[src/rtl/gemm_pkg.sv]
// Shared types and helpers for the streaming GEMM engine: FSM encoding,
// default geometry, index-width helper and the result saturation function.
package gemm_pkg;

    typedef enum logic [2:0] {
        IDLE,
        LOAD_A,
        LOAD_B,
        LOAD_C,
        MAC,
        SCALE,
        OUT
    } state_t;

    localparam int DEF_DATA_WIDTH = 16;
    localparam int DEF_FRAC_BITS  = 8;
    localparam int DEF_DIM_M      = 4;
    localparam int DEF_DIM_N      = 4;
    localparam int DEF_DIM_K      = 4;
    localparam int DEF_ACC_WIDTH  = 40;

    // Wide enough for any legal ACC_WIDTH + DATA_WIDTH + 1 intermediate sum
    localparam int SAT_W = 128;

    function automatic int idx_w(input int depth);
        return (depth > 1) ? $clog2(depth) : 1;
    endfunction

    function automatic int max3(input int a, input int b, input int c);
        int m;
        m = (a > b) ? a : b;
        return (m > c) ? m : c;
    endfunction

    // Clamp x to the signed range of a dw-bit word, returned sign-extended
    function automatic logic signed [SAT_W-1:0] sat_to_data(
        input logic signed [SAT_W-1:0] x,
        input int                      dw
    );
        logic signed [SAT_W-1:0] hi;
        logic signed [SAT_W-1:0] lo;
        hi = (SAT_W'(1) <<< (dw - 1)) - SAT_W'(1);
        lo = -hi - SAT_W'(1);
        if (x > hi) begin
            return hi;
        end
        if (x < lo) begin
            return lo;
        end
        return x;
    endfunction

endpackage

[src/rtl/gemm_stream_engine_if.sv]
// Operand input stream and result output stream of the GEMM engine.
// The engine uses the slave view; the producer/consumer uses master.
interface gemm_stream_engine_if #(
    parameter int DATA_WIDTH = gemm_pkg::DEF_DATA_WIDTH
);
    logic                         in_valid;
    logic                         in_ready;
    logic signed [DATA_WIDTH-1:0] in_data;
    logic                         out_valid;
    logic                         out_ready;
    logic signed [DATA_WIDTH-1:0] out_data;

    modport master (
        output in_valid, in_data, out_ready,
        input  in_ready, out_valid, out_data
    );

    modport slave (
        input  in_valid, in_data, out_ready,
        output in_ready, out_valid, out_data
    );
endinterface

[src/rtl/gemm_mac.sv]
// Signed multiply-accumulate: full-width product sign-extended into the
// accumulator; clr restarts the sum with the current product.
module gemm_mac #(
    parameter int DATA_WIDTH = 16,
    parameter int ACC_WIDTH  = 40
) (
    input  logic                         clk,
    input  logic                         rst_n,
    input  logic                         clr,
    input  logic                         en,
    input  logic signed [DATA_WIDTH-1:0] a,
    input  logic signed [DATA_WIDTH-1:0] b,
    output logic signed [ACC_WIDTH-1:0]  acc
);
    logic signed [2*DATA_WIDTH-1:0] prod;
    logic signed [ACC_WIDTH-1:0]    prod_ext;
    logic signed [ACC_WIDTH-1:0]    acc_reg;

    assign prod     = a * b;
    assign prod_ext = ACC_WIDTH'(prod);

    always_ff @(posedge clk) begin
        if (!rst_n) begin
            acc_reg <= '0;
        end else if (en) begin
            acc_reg <= clr ? prod_ext : acc_reg + prod_ext;
        end
    end

    assign acc = acc_reg;
endmodule

[src/rtl/gemm_stream_engine.sv]
// Streaming fixed-point GEMM: R = alpha*(A x B) + beta*C, operands loaded
// row-major A, B, C over one stream, one MAC per cycle, results streamed out.
module gemm_stream_engine
    import gemm_pkg::*;
#(
    parameter int DATA_WIDTH = DEF_DATA_WIDTH,
    parameter int FRAC_BITS  = DEF_FRAC_BITS,
    parameter int DIM_M      = DEF_DIM_M,
    parameter int DIM_N      = DEF_DIM_N,
    parameter int DIM_K      = DEF_DIM_K,
    parameter int ACC_WIDTH  = DEF_ACC_WIDTH
) (
    input  logic                         iclk,
    input  logic                         irst_n,
    input  logic                         istart,
    input  logic signed [DATA_WIDTH-1:0] alpha,
    input  logic signed [DATA_WIDTH-1:0] beta,
    gemm_stream_engine_if.slave          bus,
    output logic                         obusy,
    output logic                         odone,
    output logic                         osat
);
    localparam int A_DEPTH = DIM_M * DIM_K;
    localparam int B_DEPTH = DIM_K * DIM_N;
    localparam int C_DEPTH = DIM_M * DIM_N;
    localparam int A_AW    = idx_w(A_DEPTH);
    localparam int B_AW    = idx_w(B_DEPTH);
    localparam int C_AW    = idx_w(C_DEPTH);
    localparam int LD_W    = idx_w(max3(A_DEPTH, B_DEPTH, C_DEPTH));
    localparam int I_W     = idx_w(DIM_M);
    localparam int J_W     = idx_w(DIM_N);
    localparam int K_W     = idx_w(DIM_K);
    localparam int SUM_W   = ACC_WIDTH + DATA_WIDTH + 1;

    state_t state_reg, state_next;
    logic [LD_W-1:0] ld_cnt_reg;
    logic [I_W-1:0]  i_reg;
    logic [J_W-1:0]  j_reg;
    logic [K_W-1:0]  k_reg;
    logic signed [DATA_WIDTH-1:0] alpha_reg, beta_reg, out_data_reg;
    logic out_valid_reg, obusy_reg, odone_reg, osat_reg;

    logic signed [DATA_WIDTH-1:0] a_mem [A_DEPTH];
    logic signed [DATA_WIDTH-1:0] b_mem [B_DEPTH];
    logic signed [DATA_WIDTH-1:0] c_mem [C_DEPTH];

    logic in_ready, ld_end, in_fire, out_fire, k_last, elem_last, start_ok;
    logic signed [DATA_WIDTH-1:0] a_op, b_op, c_op;
    logic signed [ACC_WIDTH-1:0]  acc, dot;
    logic signed [SUM_W-1:0]      t1, t2, sum;
    logic signed [SAT_W-1:0]      sum_ext, sat_val;
    logic                         sat_hit;

    assign in_fire   = in_ready && bus.in_valid;
    assign out_fire  = (state_reg == OUT) && bus.out_ready;
    assign k_last    = (k_reg == K_W'(DIM_K - 1));
    assign elem_last = (i_reg == I_W'(DIM_M - 1)) && (j_reg == J_W'(DIM_N - 1));
    assign start_ok  = (state_reg == IDLE) && istart;

    always_comb begin
        state_next = state_reg;
        in_ready   = 1'b0;
        ld_end     = 1'b0;
        case (state_reg)
            IDLE: begin
                if (istart) state_next = LOAD_A;
            end
            LOAD_A: begin
                in_ready = 1'b1;
                ld_end   = (ld_cnt_reg == LD_W'(A_DEPTH - 1));
                if (bus.in_valid && ld_end) state_next = LOAD_B;
            end
            LOAD_B: begin
                in_ready = 1'b1;
                ld_end   = (ld_cnt_reg == LD_W'(B_DEPTH - 1));
                if (bus.in_valid && ld_end) state_next = LOAD_C;
            end
            LOAD_C: begin
                in_ready = 1'b1;
                ld_end   = (ld_cnt_reg == LD_W'(C_DEPTH - 1));
                if (bus.in_valid && ld_end) state_next = MAC;
            end
            MAC: begin
                if (k_last) state_next = SCALE;
            end
            SCALE: begin
                state_next = OUT;
            end
            OUT: begin
                if (bus.out_ready) state_next = elem_last ? IDLE : MAC;
            end
            default: state_next = IDLE;
        endcase
    end

    // Operand buffers carry no reset; they are always reloaded before use
    always_ff @(posedge iclk) begin
        if (irst_n && in_fire) begin
            case (state_reg)
                LOAD_A:  a_mem[A_AW'(ld_cnt_reg)] <= bus.in_data;
                LOAD_B:  b_mem[B_AW'(ld_cnt_reg)] <= bus.in_data;
                LOAD_C:  c_mem[C_AW'(ld_cnt_reg)] <= bus.in_data;
                default: ;
            endcase
        end
    end

    assign a_op = a_mem[A_AW'(int'(i_reg) * DIM_K + int'(k_reg))];
    assign b_op = b_mem[B_AW'(int'(k_reg) * DIM_N + int'(j_reg))];
    assign c_op = c_mem[C_AW'(int'(i_reg) * DIM_N + int'(j_reg))];

    gemm_mac #(
        .DATA_WIDTH (DATA_WIDTH),
        .ACC_WIDTH  (ACC_WIDTH)
    ) u_mac (
        .clk   (iclk),
        .rst_n (irst_n),
        .clr   (k_reg == '0),
        .en    (state_reg == MAC),
        .a     (a_op),
        .b     (b_op),
        .acc   (acc)
    );

    // Scale stage: every shift is arithmetic, i.e. truncation toward -inf
    assign dot     = acc >>> FRAC_BITS;
    assign t1      = (SUM_W'(alpha_reg) * SUM_W'(dot)) >>> FRAC_BITS;
    assign t2      = (SUM_W'(beta_reg) * SUM_W'(c_op)) >>> FRAC_BITS;
    assign sum     = t1 + t2;
    assign sum_ext = SAT_W'(sum);
    assign sat_val = sat_to_data(sum_ext, DATA_WIDTH);
    assign sat_hit = (sat_val != sum_ext);

    always_ff @(posedge iclk) begin
        if (!irst_n) begin
            state_reg     <= IDLE;
            ld_cnt_reg    <= '0;
            i_reg         <= '0;
            j_reg         <= '0;
            k_reg         <= '0;
            alpha_reg     <= '0;
            beta_reg      <= '0;
            out_data_reg  <= '0;
            out_valid_reg <= 1'b0;
            obusy_reg     <= 1'b0;
            odone_reg     <= 1'b0;
            osat_reg      <= 1'b0;
        end else begin
            state_reg <= state_next;
            odone_reg <= 1'b0;
            if (start_ok) begin
                alpha_reg  <= alpha;
                beta_reg   <= beta;
                obusy_reg  <= 1'b1;
                osat_reg   <= 1'b0;
                ld_cnt_reg <= '0;
                i_reg      <= '0;
                j_reg      <= '0;
                k_reg      <= '0;
            end
            if (in_fire) begin
                ld_cnt_reg <= ld_end ? '0 : ld_cnt_reg + LD_W'(1);
            end
            if (state_reg == MAC) begin
                k_reg <= k_last ? '0 : k_reg + K_W'(1);
            end
            if (state_reg == SCALE) begin
                out_data_reg  <= sat_val[DATA_WIDTH-1:0];
                out_valid_reg <= 1'b1;
                if (sat_hit) osat_reg <= 1'b1;
            end
            if (out_fire) begin
                out_valid_reg <= 1'b0;
                if (elem_last) begin
                    obusy_reg <= 1'b0;
                    odone_reg <= 1'b1;
                    i_reg     <= '0;
                    j_reg     <= '0;
                end else if (j_reg == J_W'(DIM_N - 1)) begin
                    j_reg <= '0;
                    i_reg <= i_reg + I_W'(1);
                end else begin
                    j_reg <= j_reg + J_W'(1);
                end
            end
        end
    end

    assign bus.in_ready  = in_ready;
    assign bus.out_valid = out_valid_reg;
    assign bus.out_data  = out_data_reg;
    assign obusy         = obusy_reg;
    assign odone         = odone_reg;
    assign osat          = osat_reg;
endmodule

[src/flat_wrapper.sv]
// flat-port wrapper written by rule: the top's interface ports become plain ports
module gemm_stream_engine_flat import gemm_pkg::*;
#(
    parameter int DATA_WIDTH = DEF_DATA_WIDTH,
    parameter int FRAC_BITS  = DEF_FRAC_BITS,
    parameter int DIM_M      = DEF_DIM_M,
    parameter int DIM_N      = DEF_DIM_N,
    parameter int DIM_K      = DEF_DIM_K,
    parameter int ACC_WIDTH  = DEF_ACC_WIDTH
)
  (iclk, irst_n, istart, alpha, beta, obusy, odone, osat, bus_in_valid, bus_in_data, bus_out_ready, bus_in_ready, bus_out_valid, bus_out_data);
  gemm_stream_engine_if #(.DATA_WIDTH(DATA_WIDTH)) bus_i ();
  input  logic iclk;
  input  logic irst_n;
  input  logic istart;
  input  logic signed [DATA_WIDTH-1:0] alpha;
  input  logic signed [DATA_WIDTH-1:0] beta;
  output logic obusy;
  output logic odone;
  output logic osat;
  input wire logic [$bits(bus_i.in_valid)-1:0] bus_in_valid;
  input wire logic [$bits(bus_i.in_data)-1:0] bus_in_data;
  input wire logic [$bits(bus_i.out_ready)-1:0] bus_out_ready;
  output wire logic [$bits(bus_i.in_ready)-1:0] bus_in_ready;
  output wire logic [$bits(bus_i.out_valid)-1:0] bus_out_valid;
  output wire logic [$bits(bus_i.out_data)-1:0] bus_out_data;
  assign bus_i.in_valid = bus_in_valid;
  assign bus_i.in_data = bus_in_data;
  assign bus_i.out_ready = bus_out_ready;
  assign bus_in_ready = bus_i.in_ready;
  assign bus_out_valid = bus_i.out_valid;
  assign bus_out_data = bus_i.out_data;
  gemm_stream_engine #(.DATA_WIDTH(DATA_WIDTH), .FRAC_BITS(FRAC_BITS), .DIM_M(DIM_M), .DIM_N(DIM_N), .DIM_K(DIM_K), .ACC_WIDTH(ACC_WIDTH)) u_core (.iclk(iclk), .irst_n(irst_n), .istart(istart), .alpha(alpha), .beta(beta), .bus(bus_i), .obusy(obusy), .odone(odone), .osat(osat));
endmodule
[config.mk]
export PLATFORM = sky130hd
export DESIGN_NAME = gemm_stream_engine_flat
export DESIGN_NICKNAME = d
export VERILOG_FILES = /design/src/rtl/gemm_pkg.sv /design/src/rtl/gemm_stream_engine_if.sv /design/src/rtl/gemm_mac.sv /design/src/rtl/gemm_stream_engine.sv /design/src/flat_wrapper.sv
export SDC_FILE = /design/constraint.sdc
export NUM_CORES = 2
export LEC_CHECK = 0
export CORE_MARGIN = 3
export CORE_UTILIZATION = 35
export DETAILED_ROUTE_END_ITERATION = 7
export PLACE_DENSITY = 0.58
export SLEW_MARGIN = 0
export SYNTH_ARGS = -nofsm -noshare
export SYNTH_HDL_FRONTEND = slang
export SYNTH_SLANG_ARGS = --single-unit
[constraint.sdc]
create_clock -name iclk -period 37.5 [get_ports iclk]
set_input_delay 3.75 -clock iclk [delete_from_list [all_inputs] [get_ports iclk]]
set_output_delay 3.75 -clock iclk [all_outputs]
set_load 0.05 [all_outputs]
# After elaboration in Yosys (flattened, before gate mapping)
# Memories as Yosys holds them, arrays and structs flattened.
# Cells that the tools add are included.
[totals] wordCells=110 regBits=105 out_inout_bits=21 memories=3 romBits=0 latch_bits=0 ram_bits=768 input_bits=53
[memory_table] memory="u_core.a_mem" words=16 width=16 read_ports=1 rd_ports_with_merged_regs=0 wr=1 line="gemm_stream_engine.sv:43" text="logic signed [DATA_WIDTH-1:0] a_mem [A_DEPTH];"
[memory_table] memory="u_core.b_mem" words=16 width=16 read_ports=1 rd_ports_with_merged_regs=0 wr=1 line="gemm_stream_engine.sv:44" text="logic signed [DATA_WIDTH-1:0] b_mem [B_DEPTH];"
[memory_table] memory="u_core.c_mem" words=16 width=16 read_ports=1 rd_ports_with_merged_regs=0 wr=1 line="gemm_stream_engine.sv:45" text="logic signed [DATA_WIDTH-1:0] c_mem [C_DEPTH];"
[classes] add_sub_neg=9 order_cmp=2 mul=3 n_reduce_logical=15 shift=0 eq_ne=17 div=0 muxes=47 n_bitwise=1
[op_table] operator="128-bit two-way mux" count=4
[op_table] operator="128-bit by 41-bit != test with 1-bit output" count=1
[op_table] operator="16-bit by 16-bit multiplier with 32-bit output" count=2
[op_table] operator="16-bit by 32-bit multiplier with 48-bit output" count=1
[op_table] operator="40-bit by 24-bit adder with 41-bit output" count=1
[op_table] operator="41-bit by 16-bit greater-than comparator with 1-bit output, second input constant" count=1
[op_table] operator="41-bit by 16-bit less-than comparator with 1-bit output, second input constant" count=1
[op_table] operator="40-bit by 32-bit adder with 40-bit output" count=1
[op_table] operator="40-bit two-way mux" count=1
[op_table] operator="1-bit two-way mux" count=21
[op_table] operator="3-bit two-way mux" count=7
[op_table] operator="3-bit one-hot mux with 7 select lines" count=1
[op_table] operator="2-bit two-way mux" count=10
[op_table] operator="4-bit by 2-bit adder with 4-bit output" count=3
[op_table] operator="4-bit two-way mux" count=3
[op_table] operator="3-bit == test, second input constant" count=3
[op_table] operator="2-bit by 1-bit != test with 1-bit output, second input constant" count=4
[op_table] operator="2-bit by 1-bit adder with 2-bit output, second input constant" count=3
[op_table] operator="2-bit == test, second input constant" count=3
[op_table] operator="3-bit by 2-bit == test with 1-bit output, second input constant" count=2
[op_table] operator="1-bit logical AND" count=6
[op_table] operator="6-bit AND reduction" count=1
[op_table] operator="2-bit nonzero test" count=3
[op_table] operator="4-bit by 1-bit adder with 4-bit output, second input constant" count=1
[op_table] operator="other kinds (9)" count=10

# Depth between registers and ports, before layout
# An unclocked memory read counts as a cell.
[depth] word_depth=12 ltp_mapped=50 ltp_nobuf=44

# By module
# From an unflattened synthesis, not the netlist that was laid out.
[hier_totals] hier_cells=6416 hier_area_um2=74482.7
[modules_own_cells] mod="gemm_stream_engine" seq_area_each_um2=24363.4 n_inst=1 area_each_um2=60805.8 cells_each=4809
[modules_own_cells] mod="gemm_mac" seq_area_each_um2=800.8 n_inst=1 area_each_um2=13676.9 cells_each=1607

# Worst setup path before layout
# Ideal clock, no wire load.
[synth_path] kind="register -> register" start="register u_core.j_reg[0]" end="register u_core.out_data_reg[5] (netlist: u_core.bus.out_data[5])" arrival_ns=12.485 stages_incl_launch_ff=46 setup_time_ns=0.119 slack_ns=24.897 period_less_slack_ns=12.603 path_buffers=6 t_required_ns=37.381 path_cell_list="dfxtp_1 clkbuf_1 clkbuf_1 buf_1 mux4_2 mux2_2 o21ai_1 clkbuf_1 nor2_1 fa_1 fa_1 fa_1 fa_1 fa_1 inv_1 fa_1 inv_1 ha_1 (+10 left out) xnor2_1 ha_1 and2_1 and3_1 a221oi_2 mux2i_1 o31ai_1 nor3_1 nand3_1 nor4_1 nand3_1 or4_1 or3_1 ha_1 clkbuf_1 clkbuf_1 nor2_1 o221a_2"
[synth_via] elab_chain_cells=9 word_cells_on_any_way=12 cone_classes="2 x add/sub; 1 x mul; 2 x order compare; 6 x mux; 1 x memory"
[synth_rtl] item="start: declaration" line="gemm_stream_engine.sv:38" text="logic [J_W-1:0] j_reg;"
[synth_rtl] item="start signal: assignment" line="gemm_stream_engine.sv:183" text="j_reg <= j_reg + J_W'(1);"
[synth_rtl] item="4-bit by 2-bit adder with 4-bit output (*)" line="gemm_stream_engine.sv:110" text="assign c_op = c_mem[C_AW'(int'(i_reg) * DIM_N + int'(j_reg))];"
[synth_rtl] item="memory 16 x 16 bit (*)"
[synth_rtl] item="16-bit by 16-bit multiplier with 32-bit output (*)" line="gemm_stream_engine.sv:128" text="assign t2 = (SUM_W'(beta_reg) * SUM_W'(c_op)) >>> FRAC_BITS;"
[synth_rtl] item="40-bit by 24-bit adder with 41-bit output (*)" line="gemm_stream_engine.sv:129" text="assign sum = t1 + t2;"
[synth_rtl] item="41-bit by 16-bit less-than comparator with 1-bit output" line="gemm_pkg.sv:47" text="if (x < lo) begin"
[synth_rtl] item="1-bit two-way mux (2 in a row)" line="gemm_pkg.sv:47"
[synth_rtl] item="128-bit two-way mux" line="gemm_pkg.sv:50" text="return x;"
[synth_rtl] item="128-bit two-way mux (*)" line="gemm_pkg.sv:47"
[synth_rtl] item="end signal: assignment" line="gemm_stream_engine.sv:168" text="out_data_reg <= sat_val[DATA_WIDTH-1:0];"
[synth_rtl] item="end: declaration" line="gemm_stream_engine.sv:40" text="logic signed [DATA_WIDTH-1:0] alpha_reg, beta_reg, out_data_reg;"
# Every way passes the cells marked *; elsewhere a longest branch is shown, timed or not. The select of a mux whose other input is x is not followed.
# A chain may end at the register's enable or synchronous reset.

# Worst setup path after layout
[layout_path] start="register u_core.j_reg[0]" end="register u_core.out_data_reg[15] (netlist: u_core.bus.out_data[15])"
# The elaborated chain is that of the path after synthesis.

==> impl_metrics.json <==
{
  "outcome": "finished clean",
  "ys_top_cells_by_area": "edfxtp_1 31%, fa_1 28%, mux4_2 6.7%, ha_1 6.1%, inv_1 5.5%",
  "synth_fp_nets": 7695,
  "p_sw_frac": 0.421,
  "ant_nets": 0,
  "wirelength_met1_um": 83900,
  "final_cells": 9168,
  "die_height_um": 464,
  "power_frac_seq": 0.246,
  "drc": 0,
  "arrival_ns": 14.26,
  "critPathCaptureType": "flop",
  "overflow": 0,
  "synth.avg_cell_area_um2": 11.7,
  "wl_per_cell_um": 20.5,
  "multi_input_area_um2": 43200,
  "p_per_area_nw_per_um2": 54.2,
  "cts_buffers": 90,
  "first_pass_iters": 8,
  "insertion_delay_ns": 0.71,
  "post_synth_num_cell_types": 90,
  "drtIter0Drc": 3436,
  "cts_tree": "done",
  "seqCellArea_um2": 25200,
  "yosysTopAreaCell": "edfxtp_1",
  "area_delta_synth_final_pct": 9.93,
  "crit_path_start_kind": "flop",
  "cts_hold_buf": 0,
  "peakVddDrop_v": 0.0000775,
  "drv_cap": 0,
  "slew_headroom": 0.226,
  "die_width_um": 464,
  "synthCells": 6272,
  "power.total_mw": 4.37,
  "synth_flop_cell": "edfxtp_1",
  "dieArea_um2": 215000,
  "fillers": 19810,
  "p_int_mw": 2.53,
  "hold_path_class": "flop to flop",
  "fin_crit_sh": 0.365,
  "critical_path_class": "flop to flop",
  "cts.sink_count": 873,
  "biggestRegsByFlops": "u_core.a_mem: 256 flops, u_core.b_mem: 256 flops, u_core.c_mem: 256 flops",
  "final_max_slew_viol_count": 0,
  "port_buffers": 73,
  "p_leak_nw": 31.7,
  "hold_viol": 0,
  "grt_pass1_vias": 49626,
  "tns_ns": 0,
  "grt_first_pass_wirelength_um": 295000,
  "layout.nets": 7727,
  "wl_um": 188000,
  "yosysMostFrequentCell": "inv_1",
  "h-tree-depth": 3,
  "antenna_found_initial": 6,
  "ys_warn_count": 0,
  "clockPowerShare": 0.219,
  "max_freq_mhz": 73.0,
  "cp_common_cell": "fa_1",
  "dp_hpwl_um": 134000,
  "maxUsedRoutingLayer": "met5",
  "ys_ff_latch": 873,
  "vias_per_cell": 5.05,
  "drive_gt1_frac": 0.0897,
  "worst_pin_slew_ns": 1.16,
  "place_congestion": 0.890,
  "yosys.area.top_type_share": 0.314,
  "critical-path-max-stage-delay_ns": 0.93,
  "wl_met3_um": 10900,
  "skew_ns": 0.0670,
  "cts_resized": 0,
  "slowest_stage": "dfxtp_4",
  "vias": 46340,
  "cp_max_fo": 47,
  "core_area_um2": 208000,
  "grt_max_degree": 69,
  "syn_area_um2": 73400,
  "finalSetupViolations": 0,
  "synth_common_cells": "1072 x inv_1, 1010 x fa_1, 768 x edfxtp_1",
  "wl_met2_um": 88800,
  "clk_pin_slew_ns": 0.06,
  "yosysSeqAreaShare": 0.343,
  "grt_usage": 0.176,
  "synth-edff-count": 768,
  "dpl.cell_count": 9000,
  "p_switching_mw": 1.84,
  "cp.required_ns": 38.05,
  "io_pins": 74,
  "ys_async_sr_fraction": 0,
  "initial_core_util": 0.353,
  "num_rows": 167,
  "comb_power_share": 0.536,
  "utilization": 0.388,
  "rsz0062_at_grt": "no",
  "cts_setup_buffers": 0,
  "clock-root-buffer": "clkbuf_16",
  "ctsLongestPathBuffers": 3,
  "period_needed_ns": 13.71
}
-- worst max-delay path: cells and delay by family (launching register included) --
kind / cells / cell delay [ns]
buffers and inverters: 4 / 1.33
adder cells (fa/ha/maj): 9 / 4.17
XOR/XNOR: 1 / 0.13
multiplexers: 3 / 1.58
AO/OA/AOI/OAI: 10 / 1.82
flip-flops: 1 / 0.93
AND/OR/NAND/NOR: 14 / 3.55
-- layout make-up --
class,count,area share
multi-input cells,4071,0.536
flip-flops and latches,873,0.312
inverters,1074,0.0500
well taps,2788,0.0432
clock buffers,106,0.0295
repair buffers,194,0.0193
clock inverters,60,0.00994
diodes,2,0.0000620
-- power groups by stage --
stage / Clock, mW / Combinational [mW] / Sequential [mW]
after floorplan: 0 / 1.80 / 1.09
after global placement: 0 / 2.29 / 1.09
after detailed placement: 0 / 2.32 / 1.10
after CTS: 0.980 / 2.33 / 1.07
after global routing: 1.02 / 2.63 / 1.07
final: 0.956 / 2.34 / 1.07
-- placed cells by master, fill, tap and decap left out, types with 82 or more instances in the layout --
master	netlist	layout
xnor2_1	122	122
clkbuf_16	0	90
and2_1	325	324
fa_1	1010	1010
edfxtp_1	768	768
a21oi_1	191	191
ha_1	360	359
mux4_2	219	219
nand2_1	763	763
dfxtp_1	105	96
inv_1	1072	1072
nor2_1	318	318
o21ai_0	88	82
buf_4	0	121
-- cells by family after synthesis --
logic type	count (synthesis)	synth area share
buf+inv	1328	0.0683
xor+xnor	164	0.0197
compound gates	598	0.0535
simple gates	1685	0.107
fa+ha+maj	1370	0.337
mux	254	0.0722
flops	873	0.343
-- metal layers --
metal,vias to the layer above,global-route usage
met1,24181,0.248
met3,224,0.0234
met5,-,0
li1,20601,-
met4,2,0.0413
met2,1332,0.289
-- stage by stage --
stage                     hold slack [ns]  instance area (um2)  setup WS (ns)
after floorplan                     0.436                73400          24.90
after global placement              0.443                77500          23.77
after detailed placement            0.452                77500          23.71
after CTS                           0.459                80700          23.72
after global routing                0.512                80700          22.78
final                               0.460                80700          23.79
-- worst paths after layout --
| check | start | end | slack, ns | cells after the start |
|---|---|---|---|---|
| hold reg to reg | u_core.u_mac.acc[2] | u_core.u_mac.acc[2] | 0.46 | 2 |
| setup / recovery | u_core.j_reg[0] | u_core.bus.out_data[15] | 23.79 | 41 |
| hold / removal | u_core.u_mac.acc[2] | u_core.u_mac.acc[2] | 0.46 | 2 |
| setup reg to reg | u_core.j_reg[0] | u_core.bus.out_data[15] | 23.79 | 41 |
Note: power is estimated with default switching activity, not from simulation.
